[src/rtl/npu_bus_bridge.sv]
// Bus-slave bridge from the NPU system bus to the four local SRAM buffers (act, wgt, out, bias).
// Optional: define NPU_BRIDGE_WR_PROTECT_EN to answer writes to the output region with ERROR.
module npu_bus_bridge #(
  parameter int unsigned DWidth    = 32,
  parameter int unsigned AWidth    = 12,
  parameter int unsigned RD_LAT    = 1,
  parameter int unsigned ACT_BASE  = 'h000,
  parameter int unsigned WGT_BASE  = 'h400,
  parameter int unsigned OUT_BASE  = 'h800,
  parameter int unsigned BIAS_BASE = 'hB00
) (
  input  logic                clk_i,
  input  logic                rst_i,
  input  logic                sel_i,
  input  logic                trans_i,
  input  logic                ready_i,
  input  logic                write_i,
  input  logic [AWidth-1:0]   addr_i,
  input  logic [DWidth-1:0]   wdata_i,
  output logic [3:0]          buf_wen_o,
  output logic [3:0]          buf_ren_o,
  output logic [AWidth-1:0]   buf_addr_o,
  output logic [DWidth-1:0]   buf_wdata_o,
  input  logic [4*DWidth-1:0] buf_rdata_i,
  output logic [DWidth-1:0]   rdata_o,
  output logic                resp_o,
  output logic                ready_o
);

  localparam int unsigned ActSize  = 'h400;
  localparam int unsigned WgtSize  = 'h400;
  localparam int unsigned OutSize  = 'h300;
  localparam int unsigned BiasSize = 'h100;
  localparam int unsigned MapTop   = 'hC00;

  typedef enum logic [2:0] {
    StIdle,
    StAccess,
    StRwait,
    StDone,
    StErr1,
    StErr2
  } state_e;

  state_e              state_q, state_d;
  logic                write_q;
  logic [1:0]          region_q;
  logic [AWidth-1:0]   offset_q;
  logic [DWidth-1:0]   wdata_q;
  logic [DWidth-1:0]   rdata_q;
  logic [2:0]          cnt_q;

  logic [31:0]         addr_ext;
  logic                hit;
  logic                wp_err;
  logic                accept;
  logic [1:0]          dec_region;
  logic [AWidth-1:0]   dec_offset;
  logic [DWidth-1:0]   rd_slice;

  assign addr_ext = 32'(addr_i);

  // Unsigned wrap makes (addr - base) < size a half-open [base, base+size) test.
  always_comb begin
    hit        = addr_ext < MapTop;
    dec_region = 2'd0;
    dec_offset = '0;
    if ((addr_ext - ACT_BASE) < ActSize) begin
      dec_region = 2'd0;
      dec_offset = AWidth'(addr_ext - ACT_BASE);
    end else if ((addr_ext - WGT_BASE) < WgtSize) begin
      dec_region = 2'd1;
      dec_offset = AWidth'(addr_ext - WGT_BASE);
    end else if ((addr_ext - OUT_BASE) < OutSize) begin
      dec_region = 2'd2;
      dec_offset = AWidth'(addr_ext - OUT_BASE);
    end else if ((addr_ext - BIAS_BASE) < BiasSize) begin
      dec_region = 2'd3;
      dec_offset = AWidth'(addr_ext - BIAS_BASE);
    end else begin
      hit = 1'b0;
    end
  end

`ifdef NPU_BRIDGE_WR_PROTECT_EN
  assign wp_err = write_i && (dec_region == 2'd2);
`else
  assign wp_err = 1'b0;
`endif

  assign ready_o = (state_q == StIdle) || (state_q == StDone) || (state_q == StErr2);
  assign resp_o  = (state_q == StErr1) || (state_q == StErr2);
  assign accept  = (state_q == StIdle) && sel_i && trans_i && ready_i && ready_o;

  assign buf_addr_o  = offset_q;
  assign buf_wdata_o = wdata_q;
  assign rdata_o     = rdata_q;

  always_comb begin
    unique case (region_q)
      2'd0:    rd_slice = buf_rdata_i[0*DWidth +: DWidth];
      2'd1:    rd_slice = buf_rdata_i[1*DWidth +: DWidth];
      2'd2:    rd_slice = buf_rdata_i[2*DWidth +: DWidth];
      default: rd_slice = buf_rdata_i[3*DWidth +: DWidth];
    endcase
  end

  always_comb begin
    buf_wen_o = '0;
    buf_ren_o = '0;
    if (state_q == StAccess) begin
      if (write_q) buf_wen_o = 4'b0001 << region_q;
      else         buf_ren_o = 4'b0001 << region_q;
    end
  end

  always_comb begin
    state_d = state_q;
    unique case (state_q)
      StIdle: begin
        if (accept) state_d = (hit && !wp_err) ? StAccess : StErr1;
      end
      StAccess: state_d = write_q ? StDone : StRwait;
      StRwait:  if (cnt_q == 3'd0) state_d = StDone;
      StDone:   state_d = StIdle;
      StErr1:   state_d = StErr2;
      StErr2:   state_d = StIdle;
      default:  state_d = StIdle;
    endcase
  end

  always_ff @(posedge clk_i) begin
    if (rst_i) begin
      state_q <= StIdle;
    end else begin
      state_q <= state_d;
    end
  end

  // Offset and write data only move on a mapped accept so they hold while strobes are low.
  always_ff @(posedge clk_i) begin
    if (rst_i) begin
      write_q  <= 1'b0;
      region_q <= 2'd0;
      offset_q <= '0;
      wdata_q  <= '0;
      rdata_q  <= '0;
      cnt_q    <= 3'd0;
    end else begin
      if (accept && hit && !wp_err) begin
        write_q  <= write_i;
        region_q <= dec_region;
        offset_q <= dec_offset;
        wdata_q  <= wdata_i;
      end
      if (state_q == StAccess) begin
        cnt_q <= 3'(RD_LAT - 1);
      end else if ((state_q == StRwait) && (cnt_q != 3'd0)) begin
        cnt_q <= cnt_q - 3'd1;
      end
      if ((state_q == StRwait) && (cnt_q == 3'd0)) begin
        rdata_q <= rd_slice;
      end else if (state_q == StErr1) begin
        rdata_q <= '0;
      end
    end
  end

endmodule
[config.mk]
export PLATFORM = sky130hd
export DESIGN_NAME = npu_bus_bridge
export DESIGN_NICKNAME = d
export VERILOG_FILES = /design/src/rtl/npu_bus_bridge.sv
export SDC_FILE = /design/constraint.sdc
export NUM_CORES = 1
export LEC_CHECK = 0
export ABC_AREA = 1
export BUFFER_PORTS_ARGS = -buffer_cell sky130_fd_sc_hd__buf_4
export CAP_MARGIN = 20
export CORE_MARGIN = 1.5
export CORE_UTILIZATION = 46
export CTS_BUF_LIST = sky130_fd_sc_hd__clkbuf_4 sky130_fd_sc_hd__clkbuf_8
export DETAILED_ROUTE_END_ITERATION = 10
export PLACE_DENSITY = 0.93
export RECOVER_POWER = 25
export SYNTH_ARGS = -nofsm -noshare
export SYNTH_HDL_FRONTEND = slang
export SYNTH_SLANG_ARGS = --single-unit
[constraint.sdc]
create_clock -name clk_i -period 2 [get_ports clk_i]
set_clock_uncertainty 0.05 [all_clocks]
set_input_delay 0.1 -clock clk_i [delete_from_list [all_inputs] [get_ports clk_i]]
set_output_delay 0.1 -clock clk_i [all_outputs]
set_load 0.01 [all_outputs]
== After elaboration in Yosys (flattened, before gate mapping) ==
Index checks and enable logic that the tools add are counted.

* Flip-flop bits (word level): 85
* Input bits: 178

* Add/sub/neg operators: 4
* Order comparisons: 5
* Equality and inequality tests: 9
* Shift-type cells: 1
* Mux-type cells: 24
* Reductions and logical operators: 17

{| class="wikitable"
|+ Operator list
! cell !! count
|-
| 32-bit case mux with 3 select lines || 1
|-
| 32-bit two-way mux || 2
|-
| 12-bit two-way mux || 4
|-
| 32-bit by 10-bit < comparator with 1-bit output (second input constant) || 1
|-
| 32-bit by 11-bit < comparator with 1-bit output (second input constant) || 1
|-
| 32-bit by 9-bit < comparator with 1-bit output (second input constant) || 1
|-
| 12-bit by 12-bit subtractor with 13-bit output (second input constant) || 2
|-
| 4-bit two-way mux || 4
|-
| 12-bit by 11-bit subtractor with 13-bit output (second input constant) || 1
|-
| 12-bit by 11-bit < comparator with 1-bit output (second input constant) || 1
|-
| 12-bit < comparator (second input constant) || 1
|-
| 3-bit case mux with 4 select lines || 1
|-
| 3-bit two-way mux || 3
|-
| 2-bit two-way mux || 4
|-
| 1-bit logical AND || 7
|-
| 3-bit by 2-bit == test with 1-bit output (second input constant) || 2
|-
| 3-bit == test (second input constant) || 2
|-
| 3-bit zero test || 2
|-
| 1-bit two-way mux || 5
|-
| 2-bit inequality test (second input constant) || 2
|-
| 1-bit by 2-bit left shift with 4-bit output (first input constant) || 1
|-
| 3-bit by 1-bit == test with 1-bit output (second input constant) || 1
|-
| 1-bit logical OR || 3
|-
| 3-bit nonzero test || 1
|-
| other kinds (7) || 7
|}

== Depth between registers and ports, before layout ==
Gate-level depths: netlist of run 1.

* Depth after elaboration: 9
* Gate-level depth with buffers: 13

== Worst setup path after synthesis of run 1 ==
Ideal clock, no wire load.

* Path type: register to register
* From: register cnt_q[0]
* To: register rdata_q[11], in the netlist rdata_o[11]
* Setup time: 70 ps
* Arrival time: 1301 ps
* Data required time: 1880 ps
* Slack: 578 ps
* Cell stages (with the launch flop): 9
* Path through: dfxtp_1 inv_1 ha_1 inv_1 nor3_4 nor2_2 clkbuf_1 nand2_1 a21oi_1

* Cells in the longest elaborated chain, start to end: 3
* Elaborated cells on any way between the ends: 4
* Those cells by class: mux: 1; reduce/logical: 3

{| class="wikitable"
|+ RTL lines
! item !! line !! RTL
|-
| from (decl) || 51 || <nowiki>logic [2:0] cnt_q;</nowiki>
|-
| from (signal assigned) || 157 || <nowiki>cnt_q <= 3'(RD_LAT - 1);</nowiki>
|-
| from (signal assigned) || 159 || <nowiki>cnt_q <= cnt_q - 3'd1;</nowiki>
|-
| 3-bit zero test (*) || 161 || <nowiki>if ((state_q == StRwait) && (cnt_q == 3'd0)) begin</nowiki>
|-
| 1-bit logical AND (*) || 161 ||
|-
| 32-bit two-way mux / 2-bit nonzero test (equally long branches) || - ||
|-
| to (signal assigned) || 162 || <nowiki>rdata_q <= rd_slice;</nowiki>
|-
| to (decl) || 50 || <nowiki>logic [DWidth-1:0] rdata_q;</nowiki>
|}

Mark *: on every way between the ends. The rest lies on a longest branch, timed or not.
A chain may end at the register's enable or synchronous reset.

== Worst setup path in the final report of run 1 ==
* From: register region_q[0]
* To: output port buf_wen_o[1]

* Cells in the longest elaborated chain, start to end: 3

{| class="wikitable"
|+ RTL lines
! item !! line !! RTL
|-
| from (decl) || 47 || <nowiki>logic [1:0] region_q;</nowiki>
|-
| from (signal assigned) || 152 || <nowiki>region_q <= dec_region;</nowiki>
|-
| 1-bit by 2-bit left shift with 4-bit output || 112 || <nowiki>if (write_q) buf_wen_o = 4'b0001 << region_q;</nowiki>
|-
| 4-bit two-way mux || 112 ||
|-
| 4-bit two-way mux || 111 || <nowiki>if (state_q == StAccess) begin</nowiki>
|-
| to (decl) || 20 || <nowiki>output logic [3:0] buf_wen_o,</nowiki>
|}

No other way between the ends.

==> impl.org, run 1 <==
** Logic synthesis
- Netlist Area Pre-Place :: 4590 um2
- Share of synthesized area occupied by flip-flops and latches :: 37.0%
- Library cell with the largest summed area after synthesis :: sky130_fd_sc_hd__dfxtp_1
- After synthesis, the share of flip-flops with an asynchronous set or reset is 0%.
- Syn_nets :: 898
- Count of yosys warnings during synthesis :: 0
- Most numerous cell in the Yosys netlist :: sky130_fd_sc_hd__nand2_1
- The commonest cells after synthesis are sky130_fd_sc_hd__nand2_1 (271), sky130_fd_sc_hd__nor2_1 (87), sky130_fd_sc_hd__dfxtp_1 (85).
- Average cell area after synthesis :: 6.45 um2
- In this run, synthesis produced a sequential element count of 85.
- Counting flops with a built-in enable in the synthesized netlist gives 0.
- Cells taking the most area after synthesis :: sky130_fd_sc_hd__dfxtp_1 (37%), sky130_fd_sc_hd__nand2_1 (22%), sky130_fd_sc_hd__a21oi_1 (8.6%), sky130_fd_sc_hd__nor2_1 (7.1%), sky130_fd_sc_hd__nand3b_1 (5.6%)
- Of the post-synthesis cell area, the dominant cell type holds 37.0%.
- The number of different library cells used by synthesis comes to 26.
- Synth Instances :: 712
- Among all flip-flop cells after synthesis, the most frequent one is sky130_fd_sc_hd__dfxtp_1.

** Power
- Peak supply drop :: 0.597 mV
- Summed over all cells, the static leakage comes to 3.19 nW.
- Pwr dens :: 788 nW/um2

** Die
- The core region is 9730 um2.
- In this run the core area contains 36 standard-cell rows.
- Starting Density :: 47.2%
- 264 I/O pins were placed.
- The die is 103 um tall.
- The die covers 10600 um2.
- From left edge to right edge, the die measures 103 um.

** Final layout
- The final layout contains 1155 nets.
- Number of antenna repair diodes :: 0
- In the final layout, the share of cells above drive strength 1 is 27.6%.
- Final non-filler cell total :: 1107
- Layout area overhead :: 49.8%

** Timing
- Measured against its own limit, the worst slew margin works out to 74.9%.
- Across all setup checks in the final design, the least slack found is 0.215 ns.
- Maximum clock rate :: 0.560 GHz
- Max-slew violations :: 0
- The final critical path takes up 89.2% of the cycle.
- Final Setup Violations :: 0
- Final hold violations :: 0
- For the final routed database, the setup TNS stands at 0 ns.
- Fin Hold WS :: 0.0149 ns
- Clock period minus final worst setup slack :: 1.78 ns
- Setup repair after global routing left no endpoint under its margin.
- For the pin with the worst max-slew slack, the measured transition is 0.376 ns.

** Global routing
- Entering global routing, the biggest net connects 43 pins.
- Across every metal layer, demand over resource in global routing totals 28.2%.
- The number of global-route vias before repair came to 5073.
- The initial antenna violation count was 0.
- The first global-routing pass estimated 23.6 mm of wire.
- Global routing finished with a remaining overflow of 0.

** CTS
- In this run the number of H-tree levels came out at 3.
- Buffers inserted during clock tree synthesis total 9.
- CTS sink count :: 85
- For the worst-skew pair, the clock arrives at the later sink with an insertion delay of 0.35 ns.
- Buffer depth of the longest clock path :: 2
- Post-CTS timing repair inserted 0 buffers for setup.
- Clock-pin slew was measured on the worst setup and hold paths at 0.11 ns.
- TritonCTS clock tree :: yes
- Cell at the root of the clock tree :: sky130_fd_sc_hd__clkbuf_8

** Routing
- Antenna viol nets, final :: 0
- Dividing the detail-routed via count by the number of cells gives 5.04.
- The routed layout has 5579 vias.
- DRC marker count from the first detailed-route iteration :: 230
- DR pass1 iterations :: 4
- Average wire per standard cell :: 14.4 um
- Final routed DRC violation total :: 0
- For this block, the routed nets add up to 15.9 mm of wire.

** Critical path
- Critical path class :: reg2out
- The largest single stage delay on the critical path is 0.44 ns.
- Required time of the critical path :: 1.85 ns
- The signal on the critical path passes through inv_1 -> nor2_2 -> buf_4 -> inv_1 -> nor2_1 -> buf_4.
- On the critical path the largest part of the delay comes from buffers and inverters.
- Worst reg2reg path startpoint :: state_q[2]$_SDFFE_PP0P_
- Startpoint type of the worst setup path :: flip-flop
- STA puts the critical path data arrival time at 1.63 ns.
- Among all stages on the critical path, the largest delay is contributed by sky130_fd_sc_hd__dfxtp_1.
- Critical Path Source :: region_q[0]$_SDFFE_PP0P_
- Type of destination of the critical path :: primary output
- Of all nets on the critical path, the largest fanout is 33.
- Worst path bufs/invs :: 4

** Place
- Timing analysis after detailed placement gives a worst setup slack of 0.270 ns.
- # port buffers :: 263
- Final weighted congestion in routability-driven placement :: 0.861
- HPWL after detailed placement :: 11.5 mm
- Number of instances in the placed design :: 1076

** Worst hold path
- Class of the worst hold path :: in2reg
- The worst hold path begins at wdata_i[27].

** Run status
- Status :: finished, final reports clean

** Flow run
- Total of max-cap violations :: 0
timing repair:
| action | in CTS | in global routing |
|---|---|---|
| resized for setup | 0 | 0 |
| hold buffers | 15 | 0 |
| hold endpoints to repair | 15 | 0 |
worst reg2reg max path, cell delays in order, from the launching register on:
cell,delay [ns]
sky130_fd_sc_hd__dfxtp_1,0.34
sky130_fd_sc_hd__inv_2,0.10
sky130_fd_sc_hd__nand3_1,0.24
sky130_fd_sc_hd__nor3_4,0.21
sky130_fd_sc_hd__buf_4,0.37
sky130_fd_sc_hd__nand2_1,0.13
sky130_fd_sc_hd__a21oi_1,0.19
registers in the layout, summed over array words and instances, names as in the netlist:
| register | count |
|---|---|
| cnt_q | 3 |
| rdata_o | 32 |
| write_q | 1 |
| state_q | 3 |
| buf_wdata_o | 32 |
| buf_addr_o | 12 |
| region_q | 2 |
cell type report:
type,count,area (um2)
Fill cell,800,2850
Multi-Input combinational cell,544,2510
Timing Repair Buffer,290,2120
Sequential cell,85,1700
Tap cell,133,166
Inverter,39,146
Clock buffer,9,124
Clock inverter,7,104
through the flow:
step | util (%) | instance area [um2] | total power, mW
global route | 70.7 | 6880 | 5.76
global placement | 68.5 | 6660 | 4.06
CTS | 72.4 | 7040 | 5.53
detailed placement | 68.5 | 6660 | 4.10
floorplan | - | 4590 | 3.20
finish | 70.7 | 6880 | 5.42
path summary, 6_finish.rpt:
check / slack, ns / end / cells past startpoint
setup / recovery: 0.22 / buf_wen_o[1] / 6
hold / removal: 0.01 / buf_wdata_o[27]$_SDFFE_PP0P_ / 4
setup reg to reg: 0.28 / rdata_o[22]$_SDFFE_PP0P_ / 6
hold reg to reg: 0.42 / rdata_o[27]$_SDFFE_PP0P_ / 2
logic make-up (layout without fill, tap and decap cells):
logic type	Yosys count	after routing	share of synthesized area, %
simple gates	453	453	43.3
compound gates	82	82	9.01
flops	85	85	37.0
fa+ha+maj	8	8	2.18
buf+inv	83	345	8.28
xor+xnor	1	1	0.191
per-layer routing:
| metal | track usage, % | wire length (um) | share of wire, % | vias to the layer above |
|---|---|---|---|---|
| met1 | 32.7 | 5960 | 37 | 2486 |
| met5 | 0 | 0 | 0 | - |
| met4 | 11.4 | 489 | 3.1 | 0 |
| met3 | 7.25 | 1650 | 10 | 40 |
| li1 | - | - | - | 2797 |
| met2 | 49.6 | 7830 | 49 | 256 |
placed cells by master (no fill, tap or decap), drive strengths merged:
| cell type | netlist | layout |
|---|---|---|
| nand3 | 15 | 15 |
| buf | 28 | 234 |
| dlygate4sd3 | 0 | 15 |
| ha | 8 | 8 |
| nand4 | 33 | 33 |
| nor4 | 1 | 1 |
| nand2 | 277 | 277 |
| clkinv | 0 | 2 |
| nor2 | 90 | 90 |
| dfxtp | 85 | 85 |
| o22ai | 1 | 1 |
| nor3 | 3 | 3 |
| o21ai | 1 | 1 |
| xor2 | 1 | 1 |
| inv | 39 | 42 |
| bufinv | 0 | 2 |
| clkbuf | 16 | 50 |
| a211oi | 1 | 1 |
| nand3b | 34 | 34 |
| a21oi | 79 | 79 |
report_power, final:
part | switching [mW] | internal, mW
Clock | 0.689 | 0.723
Sequential | 0.130 | 1.91
Combinational | 1.14 | 0.831
Total | 1.96 | 3.46
No activity file was read; power rests on OpenSTA's default activity.
==> run 2: changes to the inputs <==
--- a/config.mk
+++ b/config.mk
@@ -8,11 +8,13 @@
 export ABC_AREA = 1
 export BUFFER_PORTS_ARGS = -buffer_cell sky130_fd_sc_hd__buf_4
 export CAP_MARGIN = 20
+export CELL_PAD_IN_SITES_DETAIL_PLACEMENT = 0
+export CELL_PAD_IN_SITES_GLOBAL_PLACEMENT = 2
 export CORE_MARGIN = 1.5
-export CORE_UTILIZATION = 46
+export CORE_UTILIZATION = 22
 export CTS_BUF_LIST = sky130_fd_sc_hd__clkbuf_4 sky130_fd_sc_hd__clkbuf_8
 export DETAILED_ROUTE_END_ITERATION = 10
-export PLACE_DENSITY = 0.93
+export PLACE_DENSITY = 0.92
 export RECOVER_POWER = 25
 export SYNTH_ARGS = -nofsm -noshare
 export SYNTH_HDL_FRONTEND = slang
==> impl.org, run 2 (synthesis results as in run 1) <==
** Power
- Sequential share of power :: 37.3% (-0.3 points)
- The areal power density over the cells is 752 nW/um2 (-4.5%).
- Power share of the combinational group :: 37.1% (+0.8 points)
- Total net switching power :: 1.98 mW (+1.1%)
- Pint :: 3.53 mW (+1.9%)
- Static Leak :: 3.30 nW (+3.5%)
- Switching Share :: 35.9% (-0.19 points)
- The part of the total power dissipated in the clock network came to 25.6% (-0.4 points).
- The total power consumption of the routed design is 5.51 mW (+1.6%).
- The worst IR drop on VDD is 0.392 mV (-34%).

** Place
- The placed cell count came to 1214 (+13%).
- Cell Area, Placed :: 6880 um2 (+3.3%)
- Post-Place Worst Slack :: 0.236 ns (-0.0336 ns)
- The count of input and output buffers is 263 (unchanged).
- HPWL after detailed placement :: 12.3 mm (+6.9%)
- Final weighted congestion in routability-driven placement :: 0.769 (-11%)

** Global routing
- The pin count of the biggest net entering global routing was 52 (+21%).
- The global route total overflow is 0 (unchanged).
- Initial antenna violation count :: 0 (unchanged)
- The total track usage is 15.7% (-12 points).
- The number of global-route vias before repair was 5342 (+5.3%).
- Wire length of the first global-routing pass :: 27.2 mm (+16%)

** CTS
- The number of buffers inserted to repair setup after CTS was 0 (unchanged).
- CTS placed an instance of sky130_fd_sc_hd__clkbuf_8 at the clock tree root.
- TritonCTS built the clock tree.
- Cts hold-fix bufs :: 37 (+22)
- Clock transition at the registers of the reported paths :: 0.10 ns (about the same)
- The later-pin clock latency in the skew report is 0.36 ns (about the same).
- The maximum level of the CTS H-tree was 3 (unchanged).
- The number of CTS-inserted buffers came to 9 (unchanged).
- Buffer depth of the longest clock path :: 2 (unchanged)
- The clock sink count is 85 (unchanged).
- # resized after CTS :: 0 (unchanged)

** Timing
- Fin Hold WS :: 0.0320 ns (+0.0171 ns)
- The minimum setup slack in the final design came to 0.251 ns (+0.0356 ns).
- The number of failing hold endpoints at the final stage is 0 (unchanged).
- The accumulated negative setup slack came to 0 ns (unchanged).
- Setup repair after global routing left no endpoint under its margin.
- Maximum clock rate :: 0.572 GHz (+2.0%)
- The transition at the pin with the smallest max-transition slack was 0.755 ns (+0.379 ns).
- Clock period minus final worst setup slack :: 1.75 ns (-0.0356 ns)
- The relative slew slack is 49.5% (-25 points).
- The number of setup violations in the final report is 0 (unchanged).
- Final period utilization :: 87.5% (-1.8 points)
- The number of max-slew violations in the final report came to 0 (unchanged).

** Worst hold path
- The worst hold path belongs to the class in2reg.

** Final layout
- Leading cell type in the layout, fill and taps excluded :: sky130_fd_sc_hd__nand2_1
- In the layout the commonest cells are sky130_fd_sc_hd__nand2_1 (271), sky130_fd_sc_hd__buf_4 (226), sky130_fd_sc_hd__dfxtp_1 (85), sky130_fd_sc_hd__nor2_1 (84), sky130_fd_sc_hd__a21oi_1 (79).
- The count of non-filler cells in the finished layout was 1267 (+14%).
- Number of antenna repair diodes :: 0 (unchanged)
- The number of fill cells in the layout is 2201 (+180%).
- Layout Nets :: 1178 (+2.0%)
- Cell area after layout :: 7320 um2 (+6.4%)
- Relative to the synthesized area, the layout overhead comes to 59.3%.
- Post-layout util :: 35.9% (-35 points)
- The share of cells above drive strength 1 came to 27.2% (-0.44 points).

** Die
- The height of the chip was 148 um (+43%).
- Starting Density :: 22.6% (-25 points)
- The die boundary width came to 148 um (+43%).
- Row cnt :: 52 (+44%)
- The area of the core came to 20400 um2 (+110%).
- The area of the die was 21800 um2 (+110%).
- I/O pin total :: 264 (unchanged)

** Routing
- Antenna viol nets, final :: 0 (unchanged)
- Final routed DRC violation total :: 0 (unchanged)
- DR pass1 iterations :: 6 (+2)
- Average wire per standard cell :: 13.7 um (-4.7%)
- The vias per cell was 4.30 (-15%).
- The violation count after the first detailed-routing iteration came to 182 (-21%).
- Via count :: 5450 (-2.3%)
- The total routed wirelength is 17.4 mm (+9.1%).

** Critical path
- The largest driver fanout on the critical path came to 32 (-3.0%).
- The worst setup path is launched from a flip-flop.
- Required time of the critical path :: 2.23 ns (+0.38 ns)
- The data arrival time of the critical path is 1.98 ns (+0.35 ns).
- The worst setup path is captured at a flip-flop.
- Critical path class :: reg2reg

** Flow run
- Total of max-cap violations :: 0 (unchanged)

** Run status
- Status :: finished, final reports clean
==> run 2: cell count changes in the layout (fill, tap and decap cells not counted), moves of 2 or more <==
cell,previous run,this run
sky130_fd_sc_hd__buf_4,229,226
sky130_fd_sc_hd__clkinv_2,0,2
sky130_fd_sc_hd__dlygate4sd3_1,15,37
sky130_fd_sc_hd__inv_6,3,0
sky130_fd_sc_hd__buf_12,5,8
==> run 2: final cells by class <==
class | count | area (um2) | share of cell area [%]
Clock inverter | 6 | 86.3 | 1.18
Sequential cell | 85 | 1700 | 23.2
Tap cell | 270 | 338 | 4.61
Inverter | 39 | 146 | 2.00
Multi-Input combinational cell | 544 | 2520 | 34.5
Clock buffer | 10 | 138 | 1.88
Timing Repair Buffer | 313 | 2390 | 32.6
==> run 2: power groups by stage <==
| stage | Clock, mW | Sequential (mW) | Combinational (mW) |
|---|---|---|---|
| 2_1_floorplan | 0 | 2.15 | 1.05 |
| 3_3_place_gp | 0 | 2.10 | 2.09 |
| 3_5_place_dp | 0 | 2.10 | 2.09 |
| 4_1_cts | 1.49 | 2.06 | 2.16 |
| 5_1_grt | 1.54 | 2.09 | 2.29 |
| 6_report | 1.41 | 2.06 | 2.04 |
==> run 2: final timing paths <==
check	slack [ns]	from	cells past startpoint	to
max reg2reg	0.25	cnt_q[0]$_SDFFE_PP0P_	7	rdata_o[17]$_SDFFE_PP0P_
max	0.25	cnt_q[0]$_SDFFE_PP0P_	7	rdata_o[17]$_SDFFE_PP0P_
min	0.03	addr_i[2]	5	buf_addr_o[2]$_SDFFE_PP0P_
min reg2reg	0.41	rdata_o[4]$_SDFFE_PP0P_	2	rdata_o[4]$_SDFFE_PP0P_
==> run 2: critical path, cell delays in order (launching register included) <==
cell and delay [ns]:
sky130_fd_sc_hd__dfxtp_1 0.34, sky130_fd_sc_hd__inv_1 0.07, sky130_fd_sc_hd__ha_1 0.20, sky130_fd_sc_hd__inv_1 0.10, sky130_fd_sc_hd__nor3_4 0.06, sky130_fd_sc_hd__nor2_4 0.58
sky130_fd_sc_hd__nand2_1 0.10, sky130_fd_sc_hd__a21oi_1 0.15
==> run 2: layer usage <==
metal / GRT usage, % / vias up / part of all wire, %
li1: - / 2832 / -
met1: 18.4 / 2409 / 43
met2: 27.5 / 194 / 47
met3: 4.51 / 15 / 8.2
met4: 5.15 / 0 / 1.6
met5: 0 / - / 0
==> run 3: changes to the inputs <==
==> constraint.sdc (replaced) <==
create_clock -name clk_i -period 1.7 [get_ports clk_i]
set_clock_uncertainty 0.05 [all_clocks]
set_input_delay 0.085 -clock clk_i [delete_from_list [all_inputs] [get_ports clk_i]]
set_output_delay 0.085 -clock clk_i [all_outputs]
set_load 0.01 [all_outputs]
==> impl.org, run 3 (synthesis results as in run 1) <==
** Die
- Starting Density :: 22.6% (unchanged)
- Full die area :: 21800 um2 (unchanged)
- The number of I/O pins was 264 (unchanged).
- The number of rows created at floorplan came to 52 (unchanged).
- Die H :: 148 um (unchanged)
- The area of the core was 20400 um2 (unchanged).
- Width of the die :: 148 um (unchanged)

** Run status
- Status :: finished, final reports clean

** Global routing
- Leftover overflow at the end of global routing :: 0 (unchanged)
- Largest net degree at the start of global routing :: 43 (-17%)
- Global Route Usage Sum :: 16.4% (+0.69 points)
- The number of global-route vias before repair was 5333 (-0.17%).
- The initial antenna violation count was 0 (unchanged).
- Wire length of the first global-routing pass :: 28.3 mm (+3.9%)

** Timing
- Smallest setup slack after layout :: 0.0928 ns (-0.158 ns)
- The number of failing hold endpoints at the final stage was 0 (unchanged).
- Final period utilization :: 94.5% (+7.1 points)
- Clock period minus final worst setup slack :: 1.61 ns (-0.142 ns)
- Final Setup Violations :: 0 (unchanged)
- Fin Hold WS :: 0.0195 ns (-0.0124 ns)
- The transition at the pin with the smallest max-transition slack was 0.508 ns (-0.248 ns).
- Max-slew violations :: 0 (unchanged)
- The maximum frequency from static timing analysis was 0.622 GHz (+8.8%).
- Normalized max-slew margin :: 66.0% (+16 points)

** CTS
- TritonCTS clock tree :: yes
- CTS sink count :: 85 (unchanged)
- Cell at the root of the clock tree :: sky130_fd_sc_hd__clkbuf_8
- Clock transition at the registers of the reported paths :: 0.10 ns (about the same)
- Number of buffers inserted during clock tree synthesis :: 9 (unchanged)
- Max H-tree Level :: 3 (unchanged)
- Buffer depth of the longest clock path :: 2 (unchanged)
- Clock latency reported for the late side of the worst-skew pair :: 0.37 ns (about the same)

** Critical path
- Critical Path Source :: state_q[0]$_SDFFE_PP0P_
- Critical path class :: reg2reg
- The worst setup path is launched from a flip-flop.
- Data arrival time of the critical path :: 1.84 ns (-0.14 ns)
- The required time at the worst-slack endpoint came to 1.93 ns (-0.30 ns).
- The startpoint identified for the worst register-to-register timing path is state_q[0]$_SDFFE_PP0P_.
- The largest driver fanout on the critical path is 9 (-72%).
- Type of destination of the critical path :: flip-flop

** Routing
- Met3 wire length :: 1.60 mm (+12%)
- DRC marker count from the first detailed-route iteration :: 209 (+15%)
- Routed signal wires occupy layers up through met4.
- Total detailed-routing wirelength :: 19.7 mm (+13%)
- Wire length the detailed router placed on met1 :: 8.23 mm (+10%)
- Avg Vias per Cell :: 4.38 (+1.7%)
- Final routed DRC violation total :: 0 (unchanged)
- The number of vias after detailed routing came to 5716 (+4.9%).
- The detailed-routed wire length on met2 was 9.68 mm (+18%).
- DR pass1 iterations :: 4 (-2)
- The average wire per cell in the routed design was 15.1 um (+10%).
- Antenna viol nets, final :: 0 (unchanged)

** Final layout
- The number of fill cells in the layout came to 2218 (+0.77%).
- The share of cells above drive strength 1 was 31.1% (+3.9 points).
- Number of antenna repair diodes :: 0 (unchanged)
- Layout Nets :: 1217 (+3.3%)
- Layout area overhead :: 74.6%
- In the layout the commonest cells are sky130_fd_sc_hd__nand2_1 (269), sky130_fd_sc_hd__buf_4 (238), sky130_fd_sc_hd__nor2_1 (82), sky130_fd_sc_hd__dfxtp_1 (82), sky130_fd_sc_hd__a21oi_1 (75).
- The library cell used most frequently in the layout, excluding fill and tap cells, is sky130_fd_sc_hd__nand2_1.

** Place
- The last weighted congestion value of the routability-driven placer is 0.777 (+1.0%).
- The setup slack after placement was -0.0435 ns (-0.279 ns).
- # port buffers :: 263 (unchanged)
- HPWL after detailed placement :: 12.4 mm (+1.2%)

** Power
- The leakage power total is 3.62 nW (+9.7%).
- The areal power density over the cells is 872 nW/um2 (+16%).
- Peak supply drop :: 0.327 mV (-17%)

** Worst hold path
- The worst hold path belongs to the class in2reg.
- In this run the most critical hold path is launched from addr_i[4].

** Flow run
- The total of max-cap violations came to 0 (unchanged).
==> run 3: cell types whose count changed in the layout (fill, tap and decap cells not counted), moves of 4 or more <==
cell                        change
sky130_fd_sc_hd__a21oi_1        -4
sky130_fd_sc_hd__a21oi_2        +4
sky130_fd_sc_hd__buf_12         +4
sky130_fd_sc_hd__buf_4         +12
sky130_fd_sc_hd__buf_6          +6
sky130_fd_sc_hd__clkbuf_16     +10
sky130_fd_sc_hd__nor2_4         +5
==> run 3: per-layer routing <==
layer / up-vias / GRT usage, %
li1: 2921 / -
met1: 2582 / 19.6
met2: 200 / 28.6
met3: 13 / 4.91
met4: 0 / 4.50
met5: - / 0
==> run 3: area by class of cell <==
type | count | area [um2] | share of cell area [%]
clock inverter | 6 | 70.1 | 0.873
timing repair buffer | 350 | 2980 | 37.2
inverter | 39 | 149 | 1.86
multi-input combinational | 546 | 2640 | 32.9
tap | 270 | 338 | 4.21
clock buffer | 10 | 138 | 1.72
sequential | 85 | 1710 | 21.3
==> run 3: final timing paths <==
path | depth (start not counted) | slack (ns) | to
worst max-delay path | 10 | 0.09 | buf_wdata_o[27]$_SDFFE_PP0P_
worst min-delay path | 5 | 0.02 | buf_addr_o[4]$_SDFFE_PP0P_
worst max register to register | 10 | 0.09 | buf_wdata_o[27]$_SDFFE_PP0P_
worst min register to register | 2 | 0.41 | rdata_o[25]$_SDFFE_PP0P_
==> run 3: per-stage QoR <==
stage                      TNS [ns]  instance area (um2)  total power, mW  util, %  cells
after global routing      -0.000635                 8020             7.45     39.4   1306
final                             0                 8020             6.99     39.4   1306
after CTS                         0                 7650             6.79     37.6   1280
after global placement       -0.637                 6930             4.97     34.0   1219
after floorplan                   0                 4590             3.77        -    712
after detailed placement     -0.770                 6930             4.96     34.0   1219
==> run 3: worst max-delay path, stage by stage (launching register included) <==
cell and delay, ns:
sky130_fd_sc_hd__dfxtp_2 0.35, sky130_fd_sc_hd__inv_2 0.08, sky130_fd_sc_hd__nand2_4 0.06, sky130_fd_sc_hd__nor2_4 0.15, sky130_fd_sc_hd__nand3_2 0.11, sky130_fd_sc_hd__nor2_4 0.22, sky130_fd_sc_hd__buf_6 0.16, sky130_fd_sc_hd__clkbuf_16 0.15
sky130_fd_sc_hd__nand3b_1 0.09, sky130_fd_sc_hd__nand2_1 0.07, sky130_fd_sc_hd__nor2_1 0.04
==> run 3: power breakdown <==
part	switching [mW]	internal, mW	leakage (nW)	total, mW
clock network	0.843	0.730	0.0955	1.57
registers	0.176	2.25	0.690	2.43
logic	1.58	1.41	2.83	2.99
total	2.60	4.40	3.62	6.99
==> run 3: what timing repair did <==
item                                   in CTS  in global routing
endpoints found under the hold margin      42                  0
setup buffers                               2                 14
setup endpoints to repair                  36                 86
hold buffers                               40                  0
cloned                                      3                 12
gates resized for setup                     5                 32
pin swaps                                   1                 13
